===== src/rtl/serial_adder.sv =====
// rtl/serial_adder.sv - bit-serial LSB-first adder, one bit per clock
// Optional signed-overflow flag (ovf port) enabled by defining SERIAL_ADDER_OVF_EN.
module serial_adder #(
    parameter int WIDTH = 8
) (
    input  logic             clk,
    input  logic             rst_n,
    input  logic             start,
    input  logic [WIDTH-1:0] a,
    input  logic [WIDTH-1:0] b,
    input  logic             cin,
    output logic             busy,
    output logic             done,
    output logic [WIDTH-1:0] sum,
    output logic             cout
`ifdef SERIAL_ADDER_OVF_EN
    ,
    output logic             ovf
`endif
);

    localparam int CW = (WIDTH > 1) ? $clog2(WIDTH) : 1;

    typedef enum logic [1:0] {
        IDLE = 2'd0,
        RUN  = 2'd1,
        DONE = 2'd2
    } state_t;

    state_t           state_q;
    state_t           state_d;
    logic [WIDTH-1:0] a_sh;
    logic [WIDTH-1:0] b_sh;
    logic             carry;
    logic [CW-1:0]    cnt;
    logic             last_bit;
    logic             s_bit;
    logic             c_nxt;

    assign last_bit = (cnt == CW'(WIDTH - 1));
    assign s_bit    = a_sh[0] ^ b_sh[0] ^ carry;
    assign c_nxt    = (a_sh[0] & b_sh[0]) | (carry & (a_sh[0] ^ b_sh[0]));
    assign busy     = (state_q == RUN);
    assign done     = (state_q == DONE);

    always_ff @(posedge clk or negedge rst_n) begin
        if (!rst_n) begin
            state_q <= IDLE;
        end else begin
            state_q <= state_d;
        end
    end

    always_comb begin
        state_d = state_q;
        case (state_q)
            IDLE:    if (start) state_d = RUN;
            RUN:     if (last_bit) state_d = DONE;
            DONE:    state_d = IDLE;
            default: state_d = IDLE;
        endcase
    end

    // Sum fills from the MSB end so after WIDTH shifts bit 0 lands in sum[0].
    always_ff @(posedge clk or negedge rst_n) begin
        if (!rst_n) begin
            carry <= 1'b0;
            cnt   <= '0;
            sum   <= '0;
            cout  <= 1'b0;
`ifdef SERIAL_ADDER_OVF_EN
            ovf   <= 1'b0;
`endif
        end else begin
            case (state_q)
                IDLE: begin
                    if (start) begin
                        carry <= cin;
                        cnt   <= '0;
                        sum   <= '0;
                    end
                end
                RUN: begin
                    sum   <= {s_bit, sum[WIDTH-1:1]};
                    carry <= c_nxt;
                    cnt   <= cnt + CW'(1);
                    if (last_bit) begin
                        cout <= c_nxt;
`ifdef SERIAL_ADDER_OVF_EN
                        ovf  <= carry ^ c_nxt;
`endif
                    end
                end
                default: ;
            endcase
        end
    end

    // Operand shifters carry no reset; their contents only matter after a capture.
    always_ff @(posedge clk) begin
        if (state_q == IDLE && start) begin
            a_sh <= a;
            b_sh <= b;
        end else if (state_q == RUN) begin
            a_sh <= {1'b0, a_sh[WIDTH-1:1]};
            b_sh <= {1'b0, b_sh[WIDTH-1:1]};
        end
    end

endmodule


===== config.mk =====
export PLATFORM = sky130hd
export DESIGN_NAME = serial_adder
export DESIGN_NICKNAME = d
export VERILOG_FILES = /design/src/rtl/serial_adder.sv
export SDC_FILE = /design/constraint.sdc
export NUM_CORES = 1
export LEC_CHECK = 0
export ABC_AREA = 1
export CAP_MARGIN = 0
export CORE_AREA = 2 2 59 61
export CTS_CLUSTER_DIAMETER = 80
export CTS_CLUSTER_SIZE = 16
export DETAILED_ROUTE_END_ITERATION = 8
export DIE_AREA = 0 0 61 63
export HOLD_SLACK_MARGIN = 0.02
export PLACE_DENSITY = 0.72
export REMOVE_ABC_BUFFERS = 1
export SYNTH_ARGS = -nofsm -noshare
export SYNTH_HDL_FRONTEND = slang
export SYNTH_SLANG_ARGS = --single-unit
export TNS_END_PERCENT = 50

===== constraint.sdc =====
create_clock -name clk -period 1.35 [get_ports clk]
set_input_delay 0.135 -clock clk [delete_from_list [all_inputs] [get_ports clk]]
set_output_delay 0.135 -clock clk [all_outputs]
set_load 0.005 [all_outputs]

==> out/qor.json <==
{
  "outcome": "finished, violations left",
  "slowest_delay_ns": 0.39,
  "areaGrowthSynthToFinish_pct": 46.02,
  "regToRegStartpoint": "state_q[0]",
  "timing.reg2reg.worst_path_depth": 7,
  "initial_core_util_pct": 42.32,
  "placedCellCount": 219,
  "switching_share_pct": 34.19,
  "drc": 0,
  "power.static_leakage_uw": 0.001006,
  "critical-path-top-delay-family": "flip-flops",
  "timing.final.crit_share_pct": 103.0,
  "io_buf_count": 30,
  "setup.worst_path.class": "reg -> reg",
  "cts_buffer_depth": 2,
  "finish.net_count": 214,
  "via_count_of_the_first_global_routing_pass": 1065,
  "detail_route.wl_per_cell_um": 12.28,
  "max_cap_violations": 0,
  "ctsHoldBuffers": 0,
  "max-vdd-ir-drop_mv": 0.9665,
  "failed_checks": "setup timing",
  "totalWireLength_mm": 2.923,
  "detailedRoute.firstPassIterationCount": 4,
  "seq_area_frac_synth_pct": 62.58,
  "cell_area_power_density_nw_per_um2": 2033,
  "cts_max_level": 2,
  "post_synthesis_cell_area_um2": 1368,
  "hp-class": "in -> async",
  "startpoint": "state_q[0]",
  "fill_cells": 284,
  "p_total_uw": 4060,
  "worstPathMaxFanout": 8,
  "drtIter0Drc": 33,
  "layout.cells.most_common": "nand2_1",
  "postLayoutSetupSlackWorst_ns": -0.04111,
  "gr-usage-all-layers_pct": 15.21,
  "library_cells_used_by_synthesis": 18,
  "ios": 31,
  "route.vias.total": 1130,
  "cp_slowest_cell": "dfrtp_1",
  "seq_pwr_share_pct": 42.9,
  "clkPwrFrac_pct": 12.2,
  "cts_sinks": 31,
  "cp_num_buf_inv": 3,
  "std_cell_rows": 21,
  "critPathCaptureType": "flip-flop",
  "cts_tree": "yes",
  "fmax_mhz": 718.8,
  "synth.top_cells.by_area": "edfxtp_1, dfrtp_1, nand2_1",
  "overflow": 0,
  "dieArea_um2": 3843,
  "setup.reg_to_reg.worst_slack_ns": -0.04,
  "detailedPlacementHpwl_mm": 1.912,
  "max_slew_headroom_pct": 67.02,
  "final-setup-viol-count": 5,
  "yosysTopAreaCellShare_pct": 35.13,
  "post-route-min-period_ns": 1.391,
  "yosysTopAreaCell": "edfxtp_1",
  "cp-start-kind": "flip-flop",
  "die_height_um": 63,
  "pwr-share-comb_pct": 44.9,
  "dieWidth_um": 61,
  "endpoint": "b_sh[2]",
  "finalClockSkew_ns": 0.01024,
  "final-hold-violation-count": 0,
  "clock-root-buffer": "clkbuf_4",
  "drv_slew": 0,
  "maximum_number_of_pins_on_one_net_before_global_route_repair": 18,
  "critPathArrivalTime_ns": 1.48,
  "cts.reportedPaths.clkPinSlew_ns": 0.09,
  "tightest_slew_ns": 0.4932,
  "yosysWarnings": 0,
  "worst_r2r_endpoint": "b_sh[2]",
  "cell_internal_pwr_uw": 2672,
  "average_instance_area_after_synthesis_um2": 9.839,
  "placer_congestion_estimate": 0.7810,
  "via_cell_ratio": 4.748,
  "antenna_nets_post_route": 0,
  "postSynthRegisterBits": 31,
  "final_layout_size_suffix_gt1_share_pct": 22.40,
  "final_cell_mix": "nand2_1, clkdlybuf4s50_1, nand3_1, edfxtp_1, dfrtp_1",
  "clock_insertion_delay_worst_skew_ns": 0.33,
  "timing.critical_path.required_ns": 1.44,
  "wire_length_of_the_first_global_routing_pass_mm": 4.333,
  "crit_chain": "buf_6 -> buf_6 -> nor2_4 -> buf_12 -> nand2_4 -> nand2_1 -> nand2_1",
  "finish.cell_count_without_fillers": 238,
  "num_antenna_cells": 0,
  "switching_power_uw": 1388,
  "antenna_found_initial": 0,
  "cts_inserted_buffers": 5,
  "rsz_0062_raised_after_global_routing": "true",
  "timing.critical_path.depth": 7,
  "hold_ws_ns": 0.1357,
  "synthCells": 139,
  "coreArea_um2": 3232
}
## repair_timing
item	4_1_cts	5_1_grt
cloned	0	3
pin swaps	0	3
gates resized for setup	9	24
setup endpoints to repair	7	29
setup buffers	3	5
## worst min-delay path by stage
| stage | startpoint | end | slack [ns] |
|---|---|---|---|
| 2_1_floorplan | rst_n | carry | -0.16 |
| 3_3_place_gp | sum[0] | sum[0] | 0.45 |
| 3_5_place_dp | sum[0] | sum[0] | 0.47 |
| 4_1_cts | rst_n | sum[1] | 0.13 |
| 5_1_grt | rst_n | sum[5] | 0.13 |
| 6_report | rst_n | sum[1] | 0.14 |
## synthesized netlist by cell type (all sizes together)
cell type / n
nand3: 16
nand2: 63
fa: 1
buf: 6
edfxtp: 16
nor2: 5
o21ai: 5
ha: 2
inv: 10
dfrtp: 15
## flip-flops by register name, summed over array words and instances (netlist names)
name / count
carry: 1
a_sh: 8
cout: 1
b_sh: 8
cnt: 3
state_q: 2
sum: 8
## final cells by class
class | count | area (µm²) | share of cell area (%)
clock buffer | 8 | 48.80 | 2.444
sequential | 31 | 855.8 | 42.86
tap | 46 | 57.56 | 2.882
multi-input combinational | 94 | 495.5 | 24.81
inverter | 10 | 37.54 | 1.880
timing repair buffer | 49 | 501.7 | 25.13
## power by group through the flow
stage	Clock [µW]	Combinational [µW]	Sequential [µW]
floorplan	0	702	1730
global placement	0	1340	1720
detailed placement	0	1400	1740
CTS	513	1430	1720
global route	550	2050	1790
finish	496	1820	1740
## routing by layer
metal | part of all wire (%) | vias up | global-route usage [%]
met4 | 2.2 | 0 | 4.076
met5 | 0 | - | 0
met1 | 37 | 524 | 16.71
met3 | 7.5 | 7 | 5.797
li1 | - | 553 | -
met2 | 53 | 46 | 26.61
## per-stage QoR
step	cell area, µm²	setup WS (ns)	utilization (%)	TNS (ns)
after floorplan	1320	-0.06345	-	-1.015
after global placement	1753	0.05175	54.24	0
after detailed placement	1753	0.00003353	54.24	0
after CTS	1821	0.003000	56.33	0
after global routing	1997	-0.07645	61.79	-0.6462
final	1997	-0.04111	61.79	-0.1181
## logic make-up after synthesis
family | count (synthesis) | share of synthesized area (%)
AO/OA/AOI/OAI | 5 | 2.104
adder cells (fa/ha/maj) | 3 | 3.293
buffers and inverters | 16 | 6.221
flip-flops | 31 | 62.58
AND/OR/NAND/NOR | 84 | 25.80
Power figures use the tool's default switching activity.
